## config.mk

```make
export PLATFORM = sky130hd
export DESIGN_NAME = serial_add_seq
export DESIGN_NICKNAME = d
export VERILOG_FILES = /design/src/rtl/fa.sv /design/src/rtl/serial_add_seq.sv
export SDC_FILE = /design/constraint.sdc
export NUM_CORES = 1
export LEC_CHECK = 0
export CAP_MARGIN = 15
export CORE_ASPECT_RATIO = 1.75
export CORE_MARGIN = 1.5
export CORE_UTILIZATION = 55
export CTS_CLUSTER_SIZE = 16
export DETAILED_ROUTE_END_ITERATION = 8
export PLACE_DENSITY = 0.83
export SKIP_LAST_GASP = 1
export SYNTH_ARGS = -nofsm -noshare
export SYNTH_HDL_FRONTEND = slang
export SYNTH_SLANG_ARGS = --single-unit
```

## constraint.sdc

```tcl
create_clock -name CLK -period 2.94 [get_ports CLK]
set_input_delay 0.294 -clock CLK [delete_from_list [all_inputs] [get_ports CLK]]
set_output_delay 0.294 -clock CLK [all_outputs]
set_load 0.02 [all_outputs]
```

## src/rtl/fa.sv

```systemverilog
// One-bit full adder used as the single arithmetic cell of serial_add_seq.
module fa (
    input  logic A,
    input  logic B,
    input  logic C,
    output logic SUM,
    output logic CARRY
);

    assign SUM   = A ^ B ^ C;
    assign CARRY = (A & B) | (C & (A ^ B));

endmodule

```

## src/rtl/serial_add_seq.sv

```systemverilog
// Bit-serial adder/subtractor: one full adder, LSB-first over WIDTH cycles.
// Define SERIAL_ADD_SUB_EN to honour SUB (A - B); otherwise every operation is A + B.
module serial_add_seq #(
    parameter int unsigned WIDTH = 8
) (
    input  logic             CLK,
    input  logic             CLR,
    input  logic             START,
    input  logic             SUB,
    input  logic [WIDTH-1:0] A,
    input  logic [WIDTH-1:0] B,
    output logic             BUSY,
    output logic             DONE,
    output logic [WIDTH-1:0] SUM,
    output logic             COUT,
    output logic             OVF
);

    localparam int unsigned CW = $clog2(WIDTH);
    localparam logic [CW-1:0] LAST_BIT = CW'(WIDTH - 1);

    typedef enum logic {StIdle, StRun} state_e;

    state_e           state_q, state_d;
    logic [WIDTH-1:0] a_q, a_d, b_q, b_d, r_q, r_d, sum_q, sum_d;
    logic [CW-1:0]    cnt_q, cnt_d;
    logic             carry_q, carry_d;
    logic             busy_q, busy_d, done_q, done_d;
    logic             cout_q, cout_d, ovf_q, ovf_d;
    logic             fa_sum, fa_carry;
    logic             sub_op;

`ifdef SERIAL_ADD_SUB_EN
    assign sub_op = SUB;
`else
    logic unused_sub;
    assign unused_sub = SUB;
    assign sub_op     = 1'b0;
`endif

    fa u_fa (
        .A     (a_q[0]),
        .B     (b_q[0]),
        .C     (carry_q),
        .SUM   (fa_sum),
        .CARRY (fa_carry)
    );

    always_comb begin
        state_d = state_q;
        a_d     = a_q;
        b_d     = b_q;
        r_d     = r_q;
        sum_d   = sum_q;
        cnt_d   = cnt_q;
        carry_d = carry_q;
        busy_d  = busy_q;
        done_d  = 1'b0;
        cout_d  = cout_q;
        ovf_d   = ovf_q;
        unique case (state_q)
            StIdle: begin
                if (START) begin
                    a_d     = A;
                    b_d     = sub_op ? ~B : B;
                    carry_d = sub_op;  // +1 completes the two's-complement negation of B
                    cnt_d   = '0;
                    busy_d  = 1'b1;
                    state_d = StRun;
                end
            end
            StRun: begin
                a_d     = a_q >> 1;
                b_d     = b_q >> 1;
                r_d     = {fa_sum, r_q[WIDTH-1:1]};
                carry_d = fa_carry;
                cnt_d   = cnt_q + 1'b1;
                if (cnt_q == LAST_BIT) begin
                    sum_d   = {fa_sum, r_q[WIDTH-1:1]};
                    cout_d  = fa_carry;
                    ovf_d   = carry_q ^ fa_carry;  // carry into MSB vs carry out of MSB
                    done_d  = 1'b1;
                    busy_d  = 1'b0;
                    state_d = StIdle;
                end
            end
            default: state_d = StIdle;
        endcase
    end

    always_ff @(posedge CLK) begin
        if (CLR) begin
            state_q <= StIdle;
            a_q     <= '0;
            b_q     <= '0;
            r_q     <= '0;
            sum_q   <= '0;
            cnt_q   <= '0;
            carry_q <= 1'b0;
            busy_q  <= 1'b0;
            done_q  <= 1'b0;
            cout_q  <= 1'b0;
            ovf_q   <= 1'b0;
        end else begin
            state_q <= state_d;
            a_q     <= a_d;
            b_q     <= b_d;
            r_q     <= r_d;
            sum_q   <= sum_d;
            cnt_q   <= cnt_d;
            carry_q <= carry_d;
            busy_q  <= busy_d;
            done_q  <= done_d;
            cout_q  <= cout_d;
            ovf_q   <= ovf_d;
        end
    end

    assign BUSY = busy_q;
    assign DONE = done_q;
    assign SUM  = sum_q;
    assign COUT = cout_q;
    assign OVF  = ovf_q;

endmodule

```

==> summary.txt, run 1 <==
Synth
  – Syn Inst Count: about 170
  – Top-area cell type share of the netlist area: 45.4%
  – Netlist cell types: 26
  – #FFs+latches synth: 40
  – Synth Warn #: 0
  – Area leader, netlist: dfxtp_1
  – Syn_area_per_cell: 10.3 um2
  – Post-Syn Area: 1770 um2
  – Synth area leaders: dfxtp_1 (45%), mux2i_1 (12%), nor2b_1 (5.0%)
  – Sequential element share of the synthesized area: 45.4%
  – Mapped Nets: 196

STA
  – Period utilization: a little under three fifths
  – Clock Skew: 0.00624 ns
  – Max Fclk: 0.599 GHz
  – Worst hold slack: 0.503 ns
  – Slew @ Worst Pin: 0.649 ns
  – Final max-slew violation count: 0
  – Setup TNS: 0 ns
  – Max_slew headroom: between 50 and 60%
  – Count of final hold-check violations: 0
  – Unrepaired setup endpoints after global routing: false
  – Fin crit period: 1.67 ns
  – Final setup fails: 0

Detailed routing
  – Via count: 1317
  – Initial DRC Count: 22
  – DRC viols: 0
  – Total Routed Length: 3360 um
  – Vias/cell: 5.44
  – Drt wl/cell: 13.9 um
  – DRT antenna net count: 0
  – Drt pass-1 iters: 4

Hold path
  – Worst Hold Depth: 2
  – Hold Path Sink: SUM[0]
  – Hold_sp: r_q[1]
  – Hold Path Class: reg2reg

Global route
  – Largest net degree at the start of global routing: 54
  – Vias in the first global route: 1323
  – Gr ovfl total: 0
  – First-pass GRT wire length: around 5600 um
  – Initial antenna violation count: 0
  – Total global-route track usage: about a fifth

CTS
  – Number of setup buffers added after CTS: 0
  – PostCTS Resize Cnt: 0
  – H-tree lvl count: 2
  – Worst-Skew Late Latency: 0.29 ns
  – Clk slew on worst S/H paths: 0.08 ns
  – Hold_buf cts: 0
  – TritonCTS Sinks: 40
  – CTS tree: yes
  – CTS max path bufs: 2
  – CTS buffer count: 5
  – Clock root buffer master: clkbuf_8

Place
  – I/O Buffers: 30
  – Placer Congestion: 0.683
  – DPL Wire Length: 2260 um
  – Post-DP Area: 2060 um2

Die
  – Full die area: roughly 3600 um2
  – Initial Util: between 50% and 60%
  – Core Rows: 27
  – Die width: 45.8 um
  – Num ports: 32
  – Core Footprint: 3110 um2
  – Die height: 77.9 um

Pwr
  – Pleak: 0.823 nW
  – Max IR drop VDD: ~0.00038 V
  – PwrDens: 495 nW/um2

Finish
  – Final Cell Area: 2140 um2
  – ANT cells: 0
  – Fraction of layout cells with a size suffix above 1: 13.1%
  – Final #Nets: 222
  – Commonest non-fill, non-tap cells in the layout: dfxtp_1 (40), clkdlybuf4s50_1 (30), mux2i_1 (22)
  – Area of the multi-input gates: about 860 um2
  – Fillers: 250
  – FF+latch area: between 800 and 900 um2
  – Commonest non-fill, non-tap cell in the layout: dfxtp_1
  – Layout area overhead: 21.5%

Worst setup path
  – CP Capture Type: flop
  – Worst Path Max Fanout: 18
  – CP Cell Sequence: ha_1, ha_1, a21oi_1, a211oi_1
  – Slowest cell on the critical path: ha_1
  – Crit-path max cell delay: 0.58 ns
  – Cell mode on critical path: ha_1
  – RR Startpoint: cnt_q[0]
  – Critical Path RT: 3.13 ns
  – Buffers & Inverters on Critical Path: 0
  – Top Family by Delay on Critical Path: adder cells
  – Crit path kind: reg2reg
  – Worst reg2reg endpoint: COUT
  – R2R cell count: 4
  – Worst reg2reg setup slack: between 1 and 1.5 ns
  – Crit path DAT: 1.86 ns
  – Crit start category: flop

Flow run
  – Max Cap Viol: 0

Run status
  – Status: finished clean
==> cells in the mapped netlist, drive strengths merged <==
cell / n
xor2: 1
nand2: 3
mux2i: 22
and2: 1
inv: 4
o22ai: 1
nand3: 7
nand3b: 1
nor2: 9
o21bai: 1
clkbuf: 1
nand2b: 4
or3b: 4
a21bo: 7
dfxtp: 40
buf: 14
nor2b: 14
ha: 3
fa: 1
a211oi: 17
a21oi: 14
nor3: 3
==> final cells by class <==
type	instances	share of cell area, %
inverters	4	0.700
repair buffers	34	15.4
well taps	43	2.51
multi-input cells	113	40.0
clock inverters	3	0.875
flip-flops and latches	40	37.3
clock buffers	5	3.21
==> metal layers <==
layer  GRT usage [%]  vias to the layer above  part of all wire [%]
met3            5.58                        9                   4.5
li1                -                      650                     -
met4            10.3                        0                   2.5
met5               0                        -                     0
met2            35.4                       34                    54
met1            23.4                      624                    39
==> flip-flops by register name, summed over array words and instances (netlist names) <==
register / cells
BUSY: 1
b_q: 8
COUT: 1
a_q: 8
r_q: 7
carry_q: 1
SUM: 8
OVF: 1
DONE: 1
cnt_q: 3
state_q: 1
==> tightest hold or removal path, delay by kind of cell (launching register included) <==
| family | cells | cell delay (ns) |
|---|---|---|
| DFF | 1 | 0.32 |
| and+or+nand+nor | 1 | 0.08 |
| AOI/OAI and AO/OA | 1 | 0.06 |
==> cells by family after synthesis <==
logic type	after synthesis	share of synthesized area [%]
buf+inv	19	6.09
xor+xnor	1	0.496
compound gates	40	17.6
simple gates	46	14.7
flops	40	45.4
fa+ha+maj	4	3.26
mux	22	12.5
==> where the power goes <==
| group | internal [W] | switching (W) |
|---|---|---|
| sequential | 0.000566 | 0.0000128 |
| combinational | 0.0000653 | 0.0000623 |
| clock | 0.000165 | 0.000191 |
| total | 0.000796 | 0.000266 |
==> per-stage QoR <==
step / instances / util (%) / setup WS (ns) / total power [W]
6_report: 242 / 69.0 / 1.27 / 0.00106
5_1_grt: 242 / 69.0 / 1.16 / 0.00111
4_1_cts: 242 / 69.0 / 1.30 / 0.00108
3_5_place_dp: 234 / 66.2 / 1.33 / 0.000720
3_3_place_gp: 234 / 66.2 / 1.39 / 0.000714
2_1_floorplan: 172 / - / 1.63 / 0.000679
==> worst max path at each step <==
stage	from	cells after the start	to	slack, ns
2_1_floorplan	cnt_q[0]	6	COUT	1.63
5_1_grt	cnt_q[0]	4	COUT	1.16
3_5_place_dp	cnt_q[0]	4	COUT	1.33
6_report	cnt_q[0]	4	COUT	1.27
4_1_cts	cnt_q[0]	4	COUT	1.30
3_3_place_gp	START	4	a_q[5]	1.39
Power figures use the tool's default switching activity.
==> run 2: changes to the inputs <==
Settings changed: CORE_UTILIZATION 55 to 46, PLACE_DENSITY 0.83 to 0.74.
Clock period 2.94 ns to 1.45 ns, I/O delays scaled along.
==> run 2 against run 1 <==
Clock-buffer cell count stayed put. Utilization is 8.1 points lower. Register-to-register slack worse by 1.1 ns. Hold slack worse by 0.023 ns. Wire length is 3.7% lower. Clock skew hardly changed. Die area is 19% higher. Non-clock buffer count is 1 higher. Flip-flop and latch count stayed put. Clock power is 150% higher. Global-route usage is 4.4 points lower.
==> summary.txt, run 2 (synthesized netlist as in run 1, its figures left out) <==
Run status
  – Status: finished clean

Finish
  – Commonest non-fill, non-tap cells in the layout: dfxtp_1 (40), clkdlybuf4s50_1 (29), mux2i_1 (22)
  – Layout area overhead: 26.4%
  – Final #Nets: 223 (+0.45%)
  – ANT cells: 0 (unchanged)
  – Final Non-Filler Cells: 246 (+1.7%)
  – Commonest non-fill, non-tap cell in the layout: dfxtp_1
  – Fraction of layout cells with a size suffix above 1: 14.0% (+0.93 points)

CTS
  – Worst-Skew Late Latency: 0.29 ns (about the same)
  – Hold_buf cts: 0 (unchanged)
  – TritonCTS Sinks: 40 (unchanged)
  – Clk slew on worst S/H paths: 0.08 ns (about the same)
  – CTS tree: yes
  – Number of setup buffers added after CTS: 0 (unchanged)
  – H-tree lvl count: 2 (unchanged)
  – CTS max path bufs: 2 (unchanged)
  – Clock root buffer master: clkbuf_8
  – CTS buffer count: 5 (unchanged)

Global route
  – M2 GR Usage: 29.9% (-5.4 points)
  – Vias in the first global route: 1329 (+0.45%)
  – Largest net degree at the start of global routing: 38 (-30%)
  – First-pass GRT wire length: 5560 um (unchanged)
  – Gr ovfl total: 0 (unchanged)
  – Initial antenna violation count: 0 (unchanged)
  – Met1 Use GR: 18.3% (-5.1 points)
  – Met3 GRT Util: 4.23% (-1.4 points)
  – Total global-route track usage: 16.7% (-4.4 points)
  – Global route hottest layer: met2

Worst setup path
  – Crit-path max cell delay: 0.62 ns (+0.04 ns)
  – Critical Path RT: 1.31 ns (-1.82 ns)
  – CP Cell Sequence: clkdlybuf4s50_1
  – Crit path DAT: 1.26 ns (-0.60 ns)
  – Worst Path Max Fanout: 2 (-16)
  – Crit path kind: reg2out
  – Slowest cell on the critical path: clkdlybuf4s50_1
  – CP Capture Type: output port
  – Buffers & Inverters on Critical Path: 1 (+1)
  – Top Family by Delay on Critical Path: buffers and inverters
  – Crit start category: flop

STA
  – Period utilization: 97.0%
  – Worst setup margin: 0.0441 ns (-1.23 ns)
  – Max_slew headroom: 65.2% (+8.4 points)
  – Final setup fails: 0 (unchanged)
  – Final max-slew violation count: 0 (unchanged)
  – Worst hold slack: 0.480 ns (-0.0227 ns)
  – Unrepaired setup endpoints after global routing: false
  – Fin crit period: 1.41 ns
  – Slew @ Worst Pin: 0.522 ns (-0.127 ns)
  – Clock Skew: 0.00578 ns (-0.000460 ns)
  – Count of final hold-check violations: 0 (unchanged)
  – Max Fclk: 0.711 GHz

Die
  – Die width: 49.8 um (+8.7%)
  – Core Rows: 29 (+7.4%)
  – Die height: 85.0 um (+9.0%)
  – Core Footprint: 3660 um2 (+18%)
  – Full die area: 4230 um2 (+19%)
  – Num ports: 32 (unchanged)
  – Initial Util: 48.2% (-8.6 points)

Place
  – Placer Congestion: 0.712 (+4.2%)
  – DPL Wire Length: 2260 um (about the same)
  – I/O Buffers: 30 (unchanged)
  – Placed insts: 238 (+1.7%)
  – Setup WS pre-CTS: -0.118 ns (-1.44 ns)

Hold path
  – Hold Path Class: in2reg

Flow run
  – Max Cap Viol: 0 (unchanged)

Detailed routing
  – Total Routed Length: 3240 um (-3.7%)
  – Drt pass-1 iters: 4 (unchanged)
  – DRC viols: 0 (unchanged)
  – Initial DRC Count: 22 (unchanged)
  – Drt wl/cell: 13.2 um (-5.2%)
  – Vias/cell: 5.29 (-2.7%)
  – Via count: 1302 (-1.1%)
  – DRT antenna net count: 0 (unchanged)

Pwr
  – Total power: 0.00233 W (+120%)
  – Pleak: 0.857 nW (+4.2%)
  – PwrDens: 1040 nW/um2 (+110%)
  – Max IR drop VDD: 0.000971 V (+150%)
[run 2: routing by layer]
| layer | share of wire, % | up-vias |
|---|---|---|
| li1 | - | 657 |
| met4 | 2.0 | 0 |
| met5 | 0 | - |
| met1 | 42 | 610 |
| met3 | 4.2 | 7 |
| met2 | 52 | 28 |
[run 2: timing repair]
item	4_1_cts	5_1_grt
setup endpoints to repair	11	3
gates resized for setup	1	2
pin swaps	0	0
[run 2: worst min-delay path: stages]
cell and delay [ns]:
clkdlybuf4s50_1 0.40, mux2i_1 0.13, nor3_1 0.05
[run 2: layout make-up]
cell class                      count  area [um2]
Clock buffer                        5        68.8
Clock inverter                      3        42.5
Fill cell                         310        1430
Inverter                            4        15.0
Multi-Input combinational cell    113         870
Sequential cell                    40         801
Tap cell                           46        57.6
Timing Repair Buffer               35         378
[run 2: final timing paths]
path | startpoint | endpoint | slack (ns) | cells past startpoint
hold / removal | A[7] | a_q[7] | 0.48 | 3
setup / recovery | COUT | COUT | 0.04 | 1
hold reg to reg | r_q[7] | SUM[6] | 0.49 | 2
setup reg to reg | carry_q | OVF | 0.13 | 4
[run 2: stage by stage]
stage                     utilization (%)  TNS [ns]  area (um2)
after floorplan                         -         0        1770
after global placement               57.5   -0.0674        2110
after detailed placement             57.5    -0.509        2110
after CTS                            60.6         0        2220
after global routing                 60.9         0        2230
final                                60.9         0        2230
[run 2: power by group]
group / total [W] / leakage [nW] / internal, W / switching, W
logic: 0.000275 / 0.476 / 0.000147 / 0.000128
registers: 0.00118 / 0.327 / 0.00115 / 0.0000281
clock network: 0.000882 / 0.0541 / 0.000509 / 0.000373
==> run 3: changes to the inputs <==
Settings changed: CORE_UTILIZATION 46 to 48, CTS_BUF_LIST set to sky130_fd_sc_hd__clkbuf_2, PLACE_DENSITY 0.74 to 0.77.
==> run 3 against run 2 <==
First-iteration DRC count decreased by 32%. Non-clock buffer count increased by 2. Hold slack got worse by 0.15 ns. Critical endpoint is now r_q[7]. Largest cell class unchanged. Largest power group unchanged.
==> summary.txt, run 3 (synthesized netlist as in run 1, its figures left out) <==
Detailed routing
  – Total Routed Length: 3630 um (+12%)
  – DRT antenna net count: 0 (unchanged)
  – Drt wl/cell: 14.7 um (+11%)
  – DRC viols: 0 (unchanged)
  – Initial DRC Count: 15 (-32%)
  – Vias/cell: 5.41 (+2.2%)
  – Via count: 1341 (+3.0%)
  – Drt pass-1 iters: 4 (unchanged)

Pwr
  – Seq pwr share: 54.7% (+4.3 points)
  – Net Sw Frac: 25.9% (+3.2 points)
  – Combinational power share: 13.2% (+1.4 points)
  – Clock share of power: 32.1% (-5.7 points)
  – Cell internal pwr: 0.00160 W (-11%)
  – Net Sw Power: 0.000560 W (+5.9%)
  – Max IR drop VDD: 0.00106 V (+9.5%)
  – Pleak: 0.902 nW (+5.3%)
  – PwrDens: 980 nW/um2 (-6.2%)

CTS
  – H-tree lvl count: 2 (unchanged)
  – TritonCTS Sinks: 40 (unchanged)
  – CTS max path bufs: 2 (unchanged)
  – Worst-Skew Late Latency: 0.43 ns (+0.14 ns)
  – Hold_buf cts: 0 (unchanged)
  – Number of setup buffers added after CTS: 0 (unchanged)
  – CTS buffer count: 5 (unchanged)
  – CTS tree: yes
  – PostCTS Resize Cnt: 12 (+11)
  – Clock root buffer master: clkbuf_2
  – Clk slew on worst S/H paths: 0.24 ns (+0.16 ns)

Finish
  – Fraction of layout cells with a size suffix above 1: 14.9% (+0.85 points)
  – Layout area overhead: 24.9%
  – Area of the multi-input gates: 860 um2 (-1.2%)
  – Fillers: 328 (+5.8%)
  – ANT cells: 0 (unchanged)
  – FF+latch area: 801 um2 (unchanged)
  – Commonest non-fill, non-tap cells in the layout: dfxtp_1 (40), mux2i_1 (22), clkdlybuf4s50_1 (18)
  – Commonest non-fill, non-tap cell in the layout: dfxtp_1
  – Final #Nets: 225 (+0.90%)

Global route
  – Gr ovfl total: 0 (unchanged)
  – Initial antenna violation count: 0 (unchanged)
  – Total global-route track usage: 19.2% (+2.5 points)
  – Vias in the first global route: 1283 (-3.5%)
  – Largest net degree at the start of global routing: 27 (-29%)
  – First-pass GRT wire length: 6020 um (+8.3%)

STA
  – Fin crit period: 1.40 ns (-0.00931 ns)
  – Clock Skew: 0.0285 ns (+0.0227 ns)
  – Final max-slew violation count: 0 (unchanged)
  – Max Fclk: 0.716 GHz (+0.67%)
  – Setup TNS: 0 ns (unchanged)
  – Slew @ Worst Pin: 0.512 ns (-0.0100 ns)
  – Max_slew headroom: 65.8% (+0.67 points)
  – Final setup fails: 0 (unchanged)
  – Worst setup margin: 0.0534 ns (+0.00931 ns)
  – Period utilization: 96.3% (-0.64 points)
  – Count of final hold-check violations: 0 (unchanged)
  – Unrepaired setup endpoints after global routing: false

Place
  – DPL Wire Length: 2600 um (+15%)
  – Placer Congestion: 0.724 (+1.6%)
  – I/O Buffers: 30 (unchanged)
  – Setup WS pre-CTS: 0.0723 ns (+0.191 ns)

Worst setup path
  – Top Family by Delay on Critical Path: adder cells
  – Worst Path Max Fanout: 3 (+1)
  – Critical Path RT: 1.78 ns (+0.47 ns)
  – Crit path kind: reg2reg
  – Slowest cell on the critical path: fa_1
  – Crit path DAT: 1.73 ns (+0.47 ns)
  – Buffers & Inverters on Critical Path: 1 (unchanged)
  – CP Capture Type: flop
  – Crit start category: flop
  – Crit-path max cell delay: 0.53 ns (-0.09 ns)
  – CP Cell Sequence: inv_1, fa_1, a211oi_1
  – Worst reg2reg setup slack: 0.05 ns (-0.08 ns)

Die
  – Die height: 83.2 um (-2.0%)
  – Num ports: 32 (unchanged)
  – Initial Util: 49.6% (+1.5 points)
  – Core Footprint: 3560 um2 (-3.0%)
  – Full die area: 4070 um2 (-4.0%)
  – Die width: 48.8 um (-2.0%)
  – Core Rows: 29 (unchanged)

Hold path
  – Hold Path Class: in2reg

Run status
  – Status: finished clean

Flow run
  – Max Cap Viol: 0 (unchanged)
==> run 3: cell count changes in the layout (fill, tap and decap cells not counted), moves of 2 or more <==
cell | before | now
dlygate4sd2_1 | 0 | 12
clkbuf_2 | 0 | 5
clkdlybuf4s50_1 | 29 | 18
buf_12 | 3 | 5
clkbuf_8 | 5 | 0
==> run 3: path summary, 6_finish.rpt <==
| check | from | end | cells after the start |
|---|---|---|---|
| hold / removal | B[7] | b_q[7] | 3 |
| hold reg to reg | r_q[1] | SUM[0] | 2 |
| setup / recovery | carry_q | r_q[7] | 3 |
| setup reg to reg | carry_q | r_q[7] | 3 |
==> run 3: metal layers <==
metal | up-vias | global-route usage [%] | part of all wire, %
met5 | - | 0 | 0
met4 | 0 | 8.57 | 1.7
met3 | 5 | 4.86 | 3.9
met2 | 27 | 33.4 | 52
met1 | 652 | 21.6 | 42
li1 | 657 | - | -
==> run 3: through the flow <==
step,cell area [um2],cells,hold slack (ns),util [%],total power [W]
after global placement,2150,240,0.471,60.3,0.00147
after CTS,2200,248,0.317,61.9,0.00219
after floorplan,1770,172,0.327,-,0.00138
after detailed placement,2150,240,0.478,60.3,0.00149
after global routing,2200,248,0.321,62.0,0.00225
final,2200,248,0.332,62.0,0.00216
==> run 3: area by class of cell <==
cell class	count	area share, %
clock buffers	5	1.14
clock inverters	3	2.10
inverters	4	0.681
multi-input cells	113	39.0
flip-flops and latches	40	36.3
well taps	46	2.61
repair buffers	37	18.2
==> run 3: worst min-delay path, cell delays in order <==
cell and delay (ns):
clkdlybuf4s50_1 0.41, mux2i_1 0.14, nor3_1 0.06
==> run 3: power groups by stage <==
stage          Sequential, W  Clock (W)  Combinational (W)
3_3_place_gp         0.00120          0           0.000272
3_5_place_dp         0.00120          0           0.000286
2_1_floorplan        0.00119          0           0.000183
4_1_cts              0.00118   0.000719           0.000287
5_1_grt              0.00119   0.000749           0.000309
6_report             0.00118   0.000694           0.000285
==> patch 1, RTL diff (flow settings as in run 2) <==
Build with the macro `SERIAL_ADD_SUB_EN` defined.
--- a/src/rtl/serial_add_seq.sv
+++ b/src/rtl/serial_add_seq.sv
@@ -2,2 +2,4 @@
 // Define SERIAL_ADD_SUB_EN to honour SUB (A - B); otherwise every operation is A + B.
+`define SERIAL_ADD_SUB_EN
+
 module serial_add_seq #(
Check against the original RTL: not equivalent (Yosys sat finds a counterexample within 10 cycles, from zero or initial values).
==> patch 1 against run 2 <==
Utilization fell by 0.22 points. Power grew 3.6%. Routed wire length up 13%. Critical path depth unchanged. Fmax up 0.91%. Sequential share of layout area fell by 1.4 points. Sequential cell count is the same. Design area increased by 4.1%. Setup slack better by 13 ps. Synthesized area up 2.9%.
==> patch 1: results (changes against run 2) <==
Place:
- The number of buffer cells added on primary ports was 31 (+3.3%).
- The instance count after placement with tap cells included is 255 (+7.1%).
- The instance area at placement is 2200 sq um (+4.6%).
- The placer congestion estimate is 0.726 (+1.9%).
- The minimum setup slack after placement is -13.3 ps (+105 ps).
- The post-detailed-placement half-perimeter wirelength is 2.55 mm (+13%).

Critical path:
- In this run the critical register-to-register path is captured at SUM[7].
- Following the worst setup path forward leads to its endpoint at OVF.
- The startpoint identified for the worst register-to-register timing path is cnt_q[0].
- The first element of the critical path is OVF.
- The depth of the worst register-to-register path is 5 (+1).

Cells and area:
- The total number of nets in the final design was 238 (+6.7%).
- The multi-input combinational cell count is 122 (+8.0%).
- The proportion of cell area spent on the clock network came to 5.01% (+0.019 points).
- The number of signal-net inverters in the final layout was 1 (-3).
- Relative to the synthesized area, the layout overhead comes to 27.9%.
- The count of fill cells added during filler insertion came to 355 (+15%).
- The share of final-layout standard cells stronger than drive strength 1 is 14.9% (+0.88 points).
- The sequential portion of the cell area was 34.5% (-1.4 points).

Power and ir drop:
- The leakage power is 0.000878 uW (+2.5%).
- The internal power contribution is 1820 uW (+1.2%).
- The power density over cell area is 1040 nW/um^2 (-0.49%).

Global routing:
- The pin count of the biggest net entering global routing is 29 (-24%).
- The met1 layer usage reported by global route is 21.5% (+3.2 points).
- The number of global-route vias before repair is 1368 (+2.9%).
- The routing usage on met2 was 31.5% (+1.5 points).
- The met3 track demand over resource was 4.70% (+0.48 points).

Logic synthesis:
- In the post-synthesis netlist, the biggest area contributors are dfxtp_1 (44%), mux2i_1 (8.8%), a21bo_2 (5.0%), xnor2_1 (4.3%), a21oi_1 (3.9%).
- By count the netlist is led by dfxtp_1 (40), mux2i_1 (16), a21oi_1 (14).
- The number of cells produced by synthesis is 180 (+4.7%).
- The total nets after synthesis is 204 (+4.1%).

Timing:
- The minimum hold slack was 467 ps (-13.5 ps).
- The minimum period implied by the final worst setup slack is 1390 ps (-12.7 ps).

Detailed routing:
- The final routed wirelength across all metal layers is 3.67 mm (+13%).
- The detailed-route wire length per cell is 14.0 um (+6.0%).

Status:
- The flow ran to the end, and the final reports show no timing, DRC or antenna violations.
==> patch 1: cell types whose count changed after synthesis, moves of 3 or more <==
cell,change
xnor2_1,+9
o221ai_1,+7
nand2_1,+7
mux2i_1,-6
inv_1,-3
clkbuf_1,+4
a211oi_2,-6
or4b_1,+7
nor2b_1,-6
buf_2,-3
==> patch 1: what timing repair did <==
item,CTS,global route
setup endpoints to repair,0,4
gates resized for setup,0,2
endpoints found under the hold margin,0,0
==> patch 1: routing by layer <==
metal  vias up  part of all wire [%]
met5         -                     0
met4         0                   1.9
met3         6                   3.9
met2        25                    50
met1       660                    44
li1        710                     -
==> patch 1: cell families after synthesis <==
logic type	count (synthesis)	synth area share, %
muxes	16	8.82
DFF	40	44.1
buffers and inverters	18	6.20
xor gates and xnor gates	9	4.34
AOI/OAI and AO/OA	42	17.3
and+or+nand+nor	51	16.1
adders and majority gates	4	3.17
==> patch 2, RTL diff (settings of run 2) <==
Without the edit above. Register the output `SUM` once more; this adds one clock of latency there. The other outputs are not delayed to match.
--- a/src/rtl/serial_add_seq.sv
+++ b/src/rtl/serial_add_seq.sv
@@ -22,2 +22,4 @@
     typedef enum logic {StIdle, StRun} state_e;
+
+    logic [WIDTH-1:0] SUM_d;
 
@@ -120,3 +122,3 @@
     assign DONE = done_q;
-    assign SUM  = sum_q;
+    assign SUM_d = sum_q;
     assign COUT = cout_q;
@@ -124,2 +126,6 @@
 
+    always_ff @(posedge CLK) begin
+        SUM <= SUM_d;
+    end
+
 endmodule
Check against the original RTL: not equivalent (a bounded check fails within 10 cycles, from zero or initial values).
==> patch 2 against run 2 <==
Clock power shrank 11%. Setup slack gained 43 ps. Routed wire length grew 2.5%. Sequential cell count grew 8. First-iteration DRC count shrank 64%. Sequential power grew 19%. Power grew 5.2%. Largest cell class is now registers. Synthesized area grew 9.1%. Design area grew 7.2%. Clock skew grew 2.3 ps. Synthesized cell count grew 4.7%.
==> patch 2: results (changes against run 2) <==
Timing:
- The final setup skew was 8.12 ps (+2.33 ps).
- The measured slew at the worst slew-check pin came to 530 ps (+8.15 ps).

Power and ir drop:
- The worst-case vdd ir drop is 0.923 mV (-4.9%).
- The leakage power is 0.000967 uW (+13%).

Global routing:
- The number of global-route vias before repair is 1370 (+3.1%).
- The pin count of the biggest net entering global routing is 25 (-34%).
- The initial antenna violation count is 0 (unchanged).
- The total global routing track utilization is 16.2% (-0.46 points).
- The global-route wire length before repair came to 5.71 mm (+2.7%).

Critical path:
- The critical path data arrival time is 1220 ps (-40 ps).
- The slowest library cell on the worst path is clkdlybuf4s50_1.
- The delay contributed by the slowest stage of the critical path is 590 ps (-30 ps).
- The largest fanout on the critical path was 1 (-1).

Cells and area:
- The share of final-layout standard cells stronger than drive strength 1 is 16.0% (+2.0 points).
- The total number of nets in the final design is 236 (+5.8%).

Place:
- The placer congestion estimate came to 0.779 (+9.5%).
- The post-detailed-placement half-perimeter wirelength is 2.39 mm (+5.9%).
- The minimum setup slack after placement was 79.5 ps (+198 ps).
- The number of buffer cells added on primary ports is 30 (unchanged).
- The instance area at placement is 2280 sq um (+8.4%).
- The instance count after placement with tap cells included is 254 (+6.7%).

Detailed routing:
- The final routed wirelength across all metal layers was 3.32 mm (+2.5%).
- The detailed-route wire length per cell came to 12.7 um (-3.8%).
- The total iterations of the first detailed-routing run was 3 (-1).
- The violation count after the first detailed-route iteration is 8 (-64%).
- The via count normalized by instance count came to 5.11 (-3.5%).

Logic synthesis:
- The number of cells produced by synthesis is 180 (+4.7%).
- By count the netlist is led by dfxtp_1 (48), mux2i_1 (22), a21oi_1 (14), nor2b_1 (14), a211oi_1 (11).
- After synthesis, the cell types taking the most area are dfxtp_1 (50%), mux2i_1 (11%), nor2b_1 (4.5%), a211oi_1 (4.3%), a211oi_2 (3.9%).
- The number of distinct library cells after synthesis is 26 (unchanged).
- The total nets after synthesis is 204 (+4.1%).
- The share of synthesized area occupied by flip-flops and latches is 49.9% (+4.5 points).

Clock tree:
- The buffer type at the clock tree root is clkbuf_8.
- The total CTS buffers is 5 (unchanged).
- The quantity of gates resized following cts is 0 (-1).

Status:
- The flow ran to the end, and the final reports show no timing, DRC or antenna violations.

Hold path:
- The worst min-delay path class is register to register.
## patch 2: cell count changes after synthesis
cell,before,now
dfxtp_1,40,48
## patch 2: final timing paths
check	slack, ps	cells past startpoint	from	end
worst max-delay path	90	1	SUM[0]	SUM[0]
worst min-delay path	350	0	SUM_d[3]	SUM[3]
worst max register to register	90	5	cnt_q[0]	SUM_d[3]
worst min register to register	350	0	SUM_d[3]	SUM[3]
## patch 2: layout make-up
cell class | instances | area [sq um]
Fill cell | 342 | 1680
Sequential cell | 48 | 961
Multi-Input combinational cell | 113 | 867
Timing Repair Buffer | 40 | 395
Clock buffer | 5 | 68.8
Tap cell | 49 | 61.3
Clock inverter | 3 | 23.8
Inverter | 4 | 15.0
## patch 2: metal layers
layer  GRT usage (%)  vias to the layer above  share of wire (%)
met4            8.61                        0                1.4
met5               0                        -                  0
li1                -                      689                  -
met2            28.9                       23                 54
met3            3.89                        4                3.3
met1            17.2                      622                 41
## patch 2: report_power, final
| part | switching [uW] | total (uW) | internal, uW |
|---|---|---|---|
| registers | 31.3 | 1400 | 1370 |
| logic | 127 | 272 | 145 |
| clock network | 442 | 783 | 341 |
## patch 2: cells by family after synthesis
group / share of synthesized area (%)
flip-flops: 49.9
AND/OR/NAND/NOR: 13.4
AO/OA/AOI/OAI: 16.2
multiplexers: 11.4
buffers and inverters: 5.59
adder cells (fa/ha/maj): 2.99
XOR/XNOR: 0.455
## patch 2: metrics by stage
stage / util, % / TNS (ps)
final: 58.7 / 0
after global routing: 58.7 / -9.96
after CTS: 58.3 / 0
after detailed placement: 56.0 / 0
after global placement: 56.0 / 0
after floorplan: - / 0
